File: src/rtl/mash_div_ctrl.sv
// Fractional-N divide controller: counts n_int + y cycles per period, pulses div_o at the
// end of each period and strobes the MASH modulator to advance on every load.
module mash_div_ctrl #(
  parameter int unsigned NW      = 8,
  parameter int unsigned MIN_DIV = 2
) (
  input  logic          clk,
  input  logic          rst_n,
  input  logic          en_i,
  input  logic [NW-1:0] n_int_i,
  input  logic [3:0]    y_i,
  input  logic          clr_i,
  output logic          div_o,
  output logic          mash_ce_o,
  output logic [NW:0]   ratio_o,
  output logic          clamp_o
);

  typedef enum logic {StIdle, StRun} state_e;

  localparam logic signed [NW+1:0] MinDivS = $signed((NW+2)'(MIN_DIV));
  localparam logic [NW:0]          MinDivU = (NW+1)'(MIN_DIV);

  state_e             state_q, state_d;
  logic [NW:0]        cnt_q, cnt_d;
  logic [NW:0]        ratio_q, ratio_d;
  logic               clamp_q, clamp_d;
  logic signed [NW+1:0] d_raw;
  logic [NW:0]        d_val;
  logic               below_min;
  logic               term;
  logic               load;

  // Two guard bits: one for the sign of y, one so n_int + 7 cannot overflow.
  assign d_raw     = $signed({2'b00, n_int_i}) + $signed({{(NW-2){y_i[3]}}, y_i});
  assign below_min = d_raw < MinDivS;
  assign d_val     = below_min ? MinDivU : d_raw[NW:0];

  assign term = (state_q == StRun) && (cnt_q == '0);
  assign load = en_i && ((state_q == StIdle) || term);

  assign div_o     = term;
  // Gated by rst_n so the strobe is silent while reset holds the counter.
  assign mash_ce_o = load && rst_n;
  assign ratio_o   = ratio_q;
  assign clamp_o   = clamp_q;

  always_comb begin
    state_d = state_q;
    cnt_d   = cnt_q;
    ratio_d = ratio_q;
    clamp_d = clamp_q;
    if (load) begin
      state_d = StRun;
      cnt_d   = d_val - (NW+1)'(1);
      ratio_d = d_val;
    end else if (state_q == StRun) begin
      if (term) begin
        state_d = StIdle;
      end else begin
        cnt_d = cnt_q - (NW+1)'(1);
      end
    end
    if (clr_i) begin
      clamp_d = 1'b0;
    end
    if (load && below_min) begin
      clamp_d = 1'b1;
    end
  end

  always_ff @(posedge clk or negedge rst_n) begin
    if (!rst_n) begin
      state_q <= StIdle;
      cnt_q   <= '0;
      ratio_q <= '0;
      clamp_q <= 1'b0;
    end else begin
      state_q <= state_d;
      cnt_q   <= cnt_d;
      ratio_q <= ratio_d;
      clamp_q <= clamp_d;
    end
  end

endmodule

File: config.mk
export PLATFORM = sky130hd
export DESIGN_NAME = mash_div_ctrl
export DESIGN_NICKNAME = d
export VERILOG_FILES = /design/src/rtl/mash_div_ctrl.sv
export SDC_FILE = /design/constraint.sdc
export NUM_CORES = 1
export LEC_CHECK = 0
export CORE_ASPECT_RATIO = 0.9
export CORE_MARGIN = 4
export CORE_UTILIZATION = 34
export DETAILED_ROUTE_END_ITERATION = 6
export SLEW_MARGIN = 20
export SYNTH_ARGS = -nofsm -noshare
export SYNTH_HDL_FRONTEND = slang
export SYNTH_SLANG_ARGS = --single-unit
export TNS_END_PERCENT = 20
File: constraint.sdc
create_clock -name clk -period 3.7 [get_ports clk]
set_clock_uncertainty 0.1 [all_clocks]
set_input_delay 0.37 -clock clk [delete_from_list [all_inputs] [get_ports clk]]
set_output_delay 0.37 -clock clk [all_outputs]
set_load 0.01 [all_outputs]
# Yosys cells after proc, flatten, opt, wreduce, memory -nomap -nowiden

Cells that the tools add are included.
Widths: inputs -> output; s select.

Output and inout bits: 12
Bits in registers: 20

Add/subtract/negate cells: 3
Reduce and logical (&&, ||, !) cells: 9
Magnitude comparators: 1
Equality and inequality tests: 1
Bitwise logic cells: 1
Mux-type cells: 9

Operator list:

| cell                | number |
|---|---|
| $mux 9              | 4 |
| $sub 9x1->9 const B | 2 |
| $add 9x4->10        | 1 |
| $lt 10x3->1 const B | 1 |
| $logic_not 9->1     | 1 |
| $mux 1              | 5 |
| $logic_and 1x1->1   | 4 |
| $reduce_bool 2->1   | 2 |
| $ne 2x1->1 const B  | 1 |
| $reduce_and 2->1    | 1 |
| $logic_or 1x1->1    | 1 |
| $not 1->1           | 1 |

# Logic depth before layout (Yosys ltp)

Depth after elaboration: 6
Depth in mapped cells: 14
Depth with buffers taken out: 14

# Least setup slack after synthesis

No wires, ideal clock.

Path type: input to register
Start: input n_int_i[0]
End: register cnt_q[6]
Cell stages on the path: 14
Setup slack: -0.397 ns
Library setup time: 0.118 ns
Path buffers: 0
Arrival: 3.879 ns
Path through: ha_1 > fa_1 > a21o_1 > a211oi_1 > a2bb2oi_1 > nand4_1 > or2_2 > or3_1 > a32oi_1 > ha_1 > nand2_1 > nor4b_1 > mux2_2 > a21o_1

Cells in the longest elaborated chain, start to end: 5

RTL lines:

| item                 | RTL line | text |
|---|---|---|
| start, declared      | 10       | `input logic [NW-1:0] n_int_i,` |
| $add 9x4->10 (*)     | 35       | `assign d_raw = $signed({2'b00, n_int_i}) + $signed({{(NW-2){y_i[3]}}, y_i});` |
| $lt 10x3->1          | 36       | `assign below_min = d_raw < MinDivS;` |
| $mux 9 (*)           | 37       | `assign d_val = below_min ? MinDivU : d_raw[NW:0];` |
| $sub 9x1->9 (*)      | 55       | `cnt_d = d_val - (NW+1)'(1);` |
| $mux 9 (*)           | 53       | `if (load) begin` |
| end signal, assigned | 80       | `cnt_q <= cnt_d;` |
| end, declared        | 25       | `logic [NW:0] cnt_q, cnt_d;` |

Every way passes the cells marked *; elsewhere a longest branch is shown, timed or not.
A chain may end at the register's enable or synchronous reset.

# Worst setup path in the final report

Start: input y_i[0]
End: register cnt_q[8]

Cells in the longest elaborated chain, start to end: 5

RTL lines:

| item             | RTL line | text |
|---|---|---|
| start, declared  | 11       | `input logic [3:0] y_i,` |
| $add 9x4->10 (*) | 35       |  |
| $lt 10x3->1      | 36       |  |
| $mux 9 (*)       | 37       |  |
| $sub 9x1->9 (*)  | 55       |  |
| $mux 9 (*)       | 53       |  |

Marks and branches as above.

==> impl_metrics.yaml <==
yosys:
  yosysTopAreaCellShare_pct: 30.2
  avgSynthCellArea_um2: 8.97
  netlist_area_mm2: 0.00166
  synth.area.mux_share_pct: 3.32
  synthDistinctLibCells: 54
  async_flop_share_pct: 100
  synth_edf_count: 0
  netlist_top_cells_area: "dfrtp_1 (30%), ha_1 (7.5%), a21o_1 (5.4%), nand2_1 (2.9%), o21ai_0 (2.7%)"
  synthSimpleGateAreaFrac_pct: 25.3
  yosys_register_bits: 20
  synth_fa_ha_area_share_pct: 8.75
  synthCells: 185
  synth_ff_type: "dfrtp_1"
  yosysSeqAreaShare_pct: 30.2
  synth_xor_area_share_pct: 2.11
  ys_warn_count: 0
  synth_compound_area_share_pct: 27.3
  synth_top_family_by_area: "compound AO/OA/AOI/OAI gates"
  yosysTopAreaCell: "dfrtp_1"
  syn_nets: 212
pwr:
  p_seq_share_pct: 36.0
  combPwrFrac_pct: 41.7
  clock_power_share_pct: 22.3
  power.density_mw_per_mm2: 219
  p_int_uw: 432
  leakage_nw: 1.27
  p_sw_uw: 176
  ir_worst_vdd_v: 0.000110
  switching_share_pct: 28.9
routing:
  dr_total_vias: 1779
  ant_nets: 0
  routedWlPerCell_um: 15.0
  firstDrtPassIters: 4
  via_per_inst: 5.25
  finalWirelength_um: 5080
  drc_errors: 0
  drt-initial-drc-count: 154
final_layout:
  regArea_um2: 500
  nets: 306
  fin_area_mm2: 0.00277
  drive_gt1_share_pct: 43.7
  multi_input_area_mm2: 0.00136
  fin_util_pct: 60.5
  final_cell_count_no_fill: 339
  diodes: 0
  syn_to_final_growth_pct: 67.0
  fillers: 393
floorplanning:
  fp.dieW_um: 81.6
  io_pins: 28
  core_area_mm2: 0.00458
  dieArea_mm2: 0.00606
  rows: 23
  start_util_pct: 36.3
  dieHeight_um: 74.3
setup_path:
  path_max_fanout: 4
  crit_arrival_ps: 3670
  worstReg2RegStart: "cnt_q[3]$_DFFE_PN0P_"
  critical_path_buf_inv_count: 2
  path_cells: "buf_6 > ha_4 > fa_2 > a21o_1 > a211oi_4 > a2bb2oi_2 > nand4_1 > or2_4 > or3_4 > a32oi_2 > ha_2 > inv_2 > a311oi_4 > mux2_4 > a2bb2oi_1"
  reg2reg_depth: 10
  cp-end-kind: "flop"
  r2r_slack_ps: 450
  cp_data_required_time_ps: 3740
  cp_slowest_cell: "fa_2"
  path_class: "input pin to flop"
  start_kind: "input pin"
  cp_top_family: "compound AO/OA/AOI/OAI gates"
  crit_path_max_incr_delay_ps: 370
  reg2reg_to: "cnt_q[7]$_DFFE_PN0P_"
global_route:
  antenna_found_initial: 0
  overflow: 0
  grt_pass1_vias: 1841
  grt_max_degree: 22
  grt_pass1_wl_um: 8610
  track_usage_pct: 18.0
sta:
  hold_viol_final: 0
  min_period_over_period_pct: 98.3
  rsz0062_at_grt: "yes"
  slew_violations: 0
  tightest_slew_ps: 577
  fmax_ghz: 0.275
  setup_viol: 0
  slew-limit-headroom_pct: 61.2
  holdWs_ps: 357
  finalCriticalPeriod_ps: 3640
cts:
  cts_htree_levels: 1
  clock_sinks: 20
  cts_tree: "done"
  clk_pin_slew_ps: 70
  root_buffer: "clkbuf_8"
  cts_made_buffers: 3
  clk_latency_ps: 250
  ctsHoldBuffers: 0
  cts.path.max_buffers: 2
placed_design:
  place_inst: 317
  dp.final_hpwl_um: 3630
  place_area_mm2: 0.00239
  port_buffers: 27
  routabilityCongestion: 0.858
outcome:
  status: "completed"
flow_run:
  drv_cap: 0
worst_hold_path:
  hp-class: "input pin to async pin"
==> cells in the mapped netlist (3+ instances only) <==
| library cell | number |
|---|---|
| o211ai_1 | 3 |
| nand2_1 | 13 |
| nand4_1 | 3 |
| ha_1 | 10 |
| or2_2 | 5 |
| inv_1 | 7 |
| or4_1 | 4 |
| nand3_1 | 6 |
| a211oi_1 | 6 |
| clkbuf_1 | 3 |
| o31ai_1 | 3 |
| o21ai_0 | 9 |
| a21oi_1 | 7 |
| nor2b_1 | 3 |
| mux2_2 | 3 |
| nor3_1 | 8 |
| and2_1 | 5 |
| nor2_1 | 12 |
| nor3b_1 | 3 |
| dfrtp_1 | 20 |
| a21o_1 | 12 |
==> flip-flops by register name, indices dropped and copies added (netlist names) <==
register	flops
clamp_o	1
ratio_o	9
cnt_q	9
state_q	1
==> layer usage <==
layer	global-route usage, %	up-vias	part of all wire, %
li1	-	898	-
met1	25.3	849	48
met2	30.0	32	48
met3	3.63	0	3.7
met4	1.48	0	0
met5	0	-	0
==> layout make-up <==
| class | count | share of cell area [%] |
|---|---|---|
| repair buffers | 94 | 27.5 |
| clock buffers | 3 | 1.49 |
| flip-flops and latches | 20 | 18.1 |
| inverters | 8 | 1.08 |
| multi-input cells | 152 | 49.1 |
| well taps | 62 | 2.80 |
==> power by group through the flow <==
stage / clock network, mW / logic, mW / registers, mW
4_1_cts: 0.145 / 0.238 / 0.218
3_3_place_gp: 0 / 0.183 / 0.223
6_report: 0.136 / 0.254 / 0.219
2_1_floorplan: 0 / 0.0875 / 0.223
3_5_place_dp: 0 / 0.185 / 0.223
5_1_grt: 0.151 / 0.274 / 0.218
==> stage by stage <==
step / TNS, ps / power, mW / setup slack [ps]
2_1_floorplan: -117 / 0.310 / -88.8
3_3_place_gp: -1560 / 0.406 / -499
3_5_place_dp: -1790 / 0.407 / -584
4_1_cts: 0 / 0.601 / 8.47
5_1_grt: -152 / 0.644 / -78.7
6_report: 0 / 0.608 / 62.8
==> worst max-delay path by stage <==
stage	start	to	slack, ps	depth (start not counted)
6_report	y_i[0]	cnt_q[8]$_DFFE_PN0P_	60	15
5_1_grt	y_i[1]	cnt_q[8]$_DFFE_PN0P_	-80	14
4_1_cts	y_i[1]	cnt_q[6]$_DFFE_PN0P_	8	14
3_5_place_dp	y_i[3]	cnt_q[6]$_DFFE_PN0P_	-580	14
3_3_place_gp	n_int_i[0]	cnt_q[8]$_DFFE_PN0P_	-500	15
2_1_floorplan	n_int_i[0]	cnt_q[8]$_DFFE_PN0P_	-90	14
==> cell families after synthesis <==
logic type      after synthesis
simple gates                 73
compound gates               59
flops                        20
buf+inv                      13
fa+ha+maj                    11
mux                           5
xor+xnor                      4
==> cell usage in the layout (no fill, tap or decap), types with 3 or more instances in the layout <==
cell type and n:
or4_1 3, dfrtp_1 20, o31ai_1 3, a21oi_1 6
o21ai_0 8, inv_1 5, nand2_1 12, clkbuf_8 3
buf_4 67, or2_2 4, nand3_1 5, nor2b_1 3
nor2_1 10, nand4_1 3, dlygate4sd2_1 6, and2_1 5
ha_4 8, clkdlybuf4s50_1 15, a211oi_1 3, o211ai_1 3
a21o_1 12, nor3_1 7
==> timing repair <==
item	in CTS	in global routing
endpoints found under the setup margin	3	3
gates resized for setup	47	12
pin swaps	19	16
buffers inserted	18	1
Note: power is estimated with default switching activity, not from simulation.
